File: config.mk
export PLATFORM = sky130hd
export DESIGN_NAME = sim_test_end_monitor
export DESIGN_NICKNAME = d
export VERILOG_FILES = /design/src/rtl/sim_test_end_monitor.sv
export SDC_FILE = /design/constraint.sdc
export NUM_CORES = 1
export LEC_CHECK = 0
export CAP_MARGIN = 20
export CORE_MARGIN = 2
export CORE_UTILIZATION = 54
export CTS_CLUSTER_DIAMETER = 200
export DETAILED_ROUTE_END_ITERATION = 8
export PLACE_DENSITY_LB_ADDON = 0.05
export RECOVER_POWER = 50
export SLEW_MARGIN = 10
export SYNTH_ARGS = -nofsm -noshare
export SYNTH_HDL_FRONTEND = slang
export SYNTH_SLANG_ARGS = --single-unit
File: constraint.sdc
create_clock -name clk_i -period 3.5 [get_ports clk_i]
set_input_delay 0.35 -clock clk_i [delete_from_list [all_inputs] [get_ports clk_i]]
set_output_delay 0.35 -clock clk_i [all_outputs]
set_load 0.05 [all_outputs]
File: src/rtl/sim_test_end_monitor.sv
// Test-completion monitor: captures the first done/GPIO/watchdog end event, then pulses finish_o after a drain window.
// Latency: captured results are visible one cycle after the event; no backpressure, inputs are sampled every RUN cycle.
module sim_test_end_monitor #(
    parameter int unsigned       NumSrc        = 4,
    parameter int unsigned       DrainCycles   = 7,
    parameter int unsigned       TimeoutCycles = 0,
    parameter int unsigned       GpioW         = 32,
    parameter logic [GpioW-1:0]  GpioMagic     = GpioW'(32'hDEADBEEF),
    parameter int unsigned       SrcW          = $clog2(NumSrc + 1)
) (
    input  logic              clk_i,
    input  logic              rst_i,
    input  logic [NumSrc-1:0] done_i,
    input  logic [NumSrc-1:0] pass_i,
    input  logic [GpioW-1:0]  gpio_i,
    input  logic              gpio_chk_en_i,
    output logic [1:0]        state_o,
    output logic              result_valid_o,
    output logic              pass_o,
    output logic              timeout_o,
    output logic [SrcW-1:0]   src_id_o,
    output logic [31:0]       cycle_count_o,
    output logic              finish_o,
    output logic              finished_o
);

    typedef enum logic [1:0] {
        ST_RUN   = 2'd0,
        ST_DRAIN = 2'd1,
        ST_DONE  = 2'd2
    } state_e;

    localparam logic [31:0] DrainLast   = 32'(DrainCycles);
    localparam logic [31:0] TimeoutLast = 32'(TimeoutCycles) - 32'd1;
    localparam bit          TimeoutEn   = (TimeoutCycles != 0);

    state_e            state_q, state_d;
    logic [31:0]       cycle_cnt_q, cycle_cnt_d;
    logic [31:0]       drain_cnt_q, drain_cnt_d;
    logic              vld_q, vld_d;
    logic              pass_q, pass_d;
    logic              to_q, to_d;
    logic [SrcW-1:0]   src_q, src_d;
    logic [31:0]       cnt_q, cnt_d;
    logic              finish_q, finish_d;
    logic              finished_q, finished_d;

    logic              ev_hit;
    logic              ev_pass;
    logic              ev_to;
    logic [SrcW-1:0]   ev_src;

    // Descending scan so the lowest-index asserted source is the last writer.
    always_comb begin
        ev_hit  = 1'b0;
        ev_pass = 1'b0;
        ev_to   = 1'b0;
        ev_src  = '0;
        for (int i = int'(NumSrc) - 1; i >= 0; i--) begin
            if (done_i[i]) begin
                ev_hit  = 1'b1;
                ev_pass = pass_i[i];
                ev_src  = SrcW'(i);
            end
        end
        if (!ev_hit && gpio_chk_en_i && (gpio_i == GpioMagic)) begin
            ev_hit  = 1'b1;
            ev_pass = 1'b1;
            ev_src  = SrcW'(NumSrc);
        end
        if (!ev_hit && TimeoutEn && (cycle_cnt_q == TimeoutLast)) begin
            ev_hit = 1'b1;
            ev_to  = 1'b1;
        end
    end

    always_comb begin
        state_d     = state_q;
        cycle_cnt_d = cycle_cnt_q;
        drain_cnt_d = drain_cnt_q;
        vld_d       = vld_q;
        pass_d      = pass_q;
        to_d        = to_q;
        src_d       = src_q;
        cnt_d       = cnt_q;
        finish_d    = 1'b0;
        unique case (state_q)
            ST_RUN: begin
                if (cycle_cnt_q != 32'hFFFF_FFFF) begin
                    cycle_cnt_d = cycle_cnt_q + 32'd1;
                end
                if (ev_hit) begin
                    vld_d  = 1'b1;
                    pass_d = ev_pass;
                    to_d   = ev_to;
                    src_d  = ev_src;
                    cnt_d  = cycle_cnt_q;
                    if (DrainCycles == 0) begin
                        state_d  = ST_DONE;
                        finish_d = 1'b1;
                    end else begin
                        state_d     = ST_DRAIN;
                        drain_cnt_d = 32'd1;
                        finish_d    = (DrainLast == 32'd1);
                    end
                end
            end
            ST_DRAIN: begin
                // finish_q is already high in the cycle drain_cnt_q reaches DrainLast.
                if (drain_cnt_q == DrainLast) begin
                    state_d = ST_DONE;
                end else begin
                    drain_cnt_d = drain_cnt_q + 32'd1;
                    finish_d    = (drain_cnt_d == DrainLast);
                end
            end
            ST_DONE: begin
                state_d = ST_DONE;
            end
            default: begin
                state_d = ST_RUN;
            end
        endcase
        finished_d = finished_q | finish_d;
    end

    always_ff @(posedge clk_i) begin
        if (rst_i) begin
            state_q     <= ST_RUN;
            cycle_cnt_q <= '0;
            drain_cnt_q <= '0;
            vld_q       <= 1'b0;
            pass_q      <= 1'b0;
            to_q        <= 1'b0;
            src_q       <= '0;
            cnt_q       <= '0;
            finish_q    <= 1'b0;
            finished_q  <= 1'b0;
        end else begin
            state_q     <= state_d;
            cycle_cnt_q <= cycle_cnt_d;
            drain_cnt_q <= drain_cnt_d;
            vld_q       <= vld_d;
            pass_q      <= pass_d;
            to_q        <= to_d;
            src_q       <= src_d;
            cnt_q       <= cnt_d;
            finish_q    <= finish_d;
            finished_q  <= finished_d;
        end
    end

    assign state_o        = state_q;
    assign result_valid_o = vld_q;
    assign pass_o         = pass_q;
    assign timeout_o      = to_q;
    assign src_id_o       = src_q;
    assign cycle_count_o  = cnt_q;
    assign finish_o       = finish_q;
    assign finished_o     = finished_q;

endmodule

==> impl_metrics.env <==
export IMPL_ant_nets=0
export IMPL_die_h_um=105
export IMPL_vias_per_cell=5.83
export IMPL_h_tree_depth=3
export IMPL_cap_violations=0
export IMPL_p_total_mw=3.42
export IMPL_initial_core_util_pct=55.8
export IMPL_grt_overflow_total=0
export IMPL_tns_ns=0
export IMPL_syn_to_final_growth_pct=18.7
export IMPL_hp_class="reg -> reg"
export IMPL_wl_per_cell_um=14.7
export IMPL_layout_commonest_cell="nand2_1"
export IMPL_hold_path_depth=2
export IMPL_synth_edf_count=0
export IMPL_rsz0062_at_grt="no"
export IMPL_die_area_um2=11000
export IMPL_crit_path_end_kind="flop"
export IMPL_setup_violations=0
export IMPL_place_congestion=0.921
export IMPL_core_area_um2=9820
export IMPL_grt_pass1_wl_um=22600
export IMPL_drc=0
export IMPL_ys_flop_type="dfxtp_1"
export IMPL_hold_violations=0
export IMPL_yosys_warnings=0
export IMPL_synth_seq_cells=105
export IMPL_ctsResizeCount=0
export IMPL_peakVddDrop_mv=0.341
export IMPL_max_freq_mhz=353
export IMPL_tightest_slew_ns=1.47
export IMPL_avgSynthCellArea_um2=7.58
export IMPL_cts_buffers=9
export IMPL_cts_tree="yes"
export IMPL_io_buffers=83
export IMPL_drive_above_1_share_pct=5.49
export IMPL_arrival_ns=3.13
export IMPL_core_rowCount=36
export IMPL_cts_buffer_depth=2
export IMPL_status="finished, final reports clean"
export IMPL_detail_route_first_pass_iterations=5
export IMPL_path_max_fanout=10
export IMPL_yosysUniqueCellTypes=60
export IMPL_fp_dieW_um=105
export IMPL_layout_common_cells="nand2_1 (122), dfxtp_1 (105), nor2_1 (92)"
export IMPL_fin_crit_sh_pct=81.0
export IMPL_power_density_nw_per_um2=526
export IMPL_maxSlewViolCount=0
export IMPL_clk_pin_slew_worst_paths_ns=0.11
export IMPL_skew_ns=0.0191
export IMPL_grt_pass1_vias=4670
export IMPL_drt_initial_drc_count=342
export IMPL_synthCells=723
export IMPL_dp_hpwl_um=9340
export IMPL_cp_required_ns=3.79
export IMPL_root_buffer="clkbuf_8"
export IMPL_cts_sinks=105
export IMPL_relSlewSlack_pct=2.03
export IMPL_layout_nets=826
export IMPL_cts_hold_buf=0
export IMPL_worstSkewPairLatency_ns=0.38
export IMPL_syn_nets=771
export IMPL_num_vias=5339
export IMPL_diodes=0
export IMPL_leakagePower_nw=2.21
export IMPL_rr_worst_depth=7
export IMPL_syn_cell_area_um2=5480
export IMPL_seq_area_frac_synth_pct=38.4
export IMPL_ys_async_sr_fraction_pct=0
export IMPL_wl_um=13500
export IMPL_boundaryPins=85
export IMPL_cts_setup_buffers=0
export IMPL_min_period_ns=2.84
export IMPL_antenna_found_initial=0
export IMPL_grt_start_max_net_pins=105
export IMPL_worstSetupPathType="reg -> reg"
export IMPL_cp_start_kind="flop"
export IMPL_grt_usage_pct=24.7
## flip-flops by register name, indices dropped and copies added (netlist names)
register,cells
result_valid_o,1
src_id_o,3
state_o,2
finished_o,1
drain_cnt_q,32
cycle_cnt_q,32
pass_o,1
cycle_count_o,32
finish_o,1
## kinds of logic (layout without fill, tap and decap cells)
kind of cell             Yosys count  count (layout)  synth area share (%)
AND/OR/NAND/NOR                  373             373                  33.6
AO/OA/AOI/OAI                    133             133                  14.4
flip-flops                       105             105                  38.4
buffers and inverters             65             125                  5.89
XOR/XNOR                          39              39                  6.23
adder cells (fa/ha/maj)            5               5                  1.14
multiplexers                       2               2                 0.365
other                              1               1                0.0684
## final timing paths
kind / startpoint / end / slack [ns]
setup / recovery: drain_cnt_q[9]$_SDFFE_PP0P_ / finished_o$_SDFF_PP0_ / 0.66
hold / removal: cycle_count_o[24]$_SDFFE_PP0P_ / cycle_count_o[24]$_SDFFE_PP0P_ / 0.46
setup reg to reg: drain_cnt_q[9]$_SDFFE_PP0P_ / finished_o$_SDFF_PP0_ / 0.66
hold reg to reg: cycle_count_o[24]$_SDFFE_PP0P_ / cycle_count_o[24]$_SDFFE_PP0P_ / 0.46
## where the power goes
part	switching, mW	internal [mW]
registers	0.0625	1.25
logic	0.885	0.366
clock network	0.443	0.414
## layout make-up
class | count | area, um^2
clock buffer | 10 | 128
sequential | 105 | 2100
fill | 891 | 3320
inverter | 15 | 56.3
clock inverter | 6 | 96.3
timing repair buffer | 94 | 901
tap | 133 | 166
multi-input combinational | 553 | 3050
## routing by layer
layer	track usage (%)	part of all wire (%)
met1	35.4	46
met2	37.6	44
met3	5.68	8.6
met4	6.19	0.94
met5	0	0
## critical path, stage by stage, from the launching register on
cell and delay (ns):
dfxtp_1 0.51, nand3_1 0.26, or4_1 0.57, or4_4 0.56, xnor2_1 0.14, nor4_1 0.25, nand4_1 0.19, o32ai_2 0.29
## per-stage QoR
| stage | setup WS, ns | instances | hold slack [ns] | utilization [%] | cell area (um^2) |
|---|---|---|---|---|---|
| 2_1_floorplan | 1.03 | 723 | 0.450 | - | 5480 |
| 3_3_place_gp | 0.800 | 900 | 0.442 | 64.0 | 6290 |
| 3_5_place_dp | 0.715 | 900 | 0.446 | 64.0 | 6290 |
| 4_1_cts | 0.701 | 916 | 0.462 | 66.3 | 6510 |
| 5_1_grt | 0.461 | 916 | 0.479 | 66.2 | 6500 |
| 6_report | 0.664 | 916 | 0.456 | 66.2 | 6500 |
## synthesized netlist by cell type (all sizes together) (4+ instances only)
cell type  count  area share, %
ha             5            1.1
a21oi         71            6.5
buf           21            2.7
a311oi        10            1.6
or3           17            2.0
nand4         26            3.2
dfxtp        105             38
nand4b         4           0.64
o21ai         27            2.5
clkbuf        28            1.9
nand2b         4           0.46
xnor2         30            4.8
nor4          19            2.2
a31oi          4           0.46
or2            4           0.46
nor3          31            2.9
nand3         25            2.7
xor2           9            1.4
nor2          92            6.3
and4           7            1.1
and3           4           0.46
nand2        122            8.4
inv           15            1.0
or4            6           0.98
(Power assumes the default switching activity.)
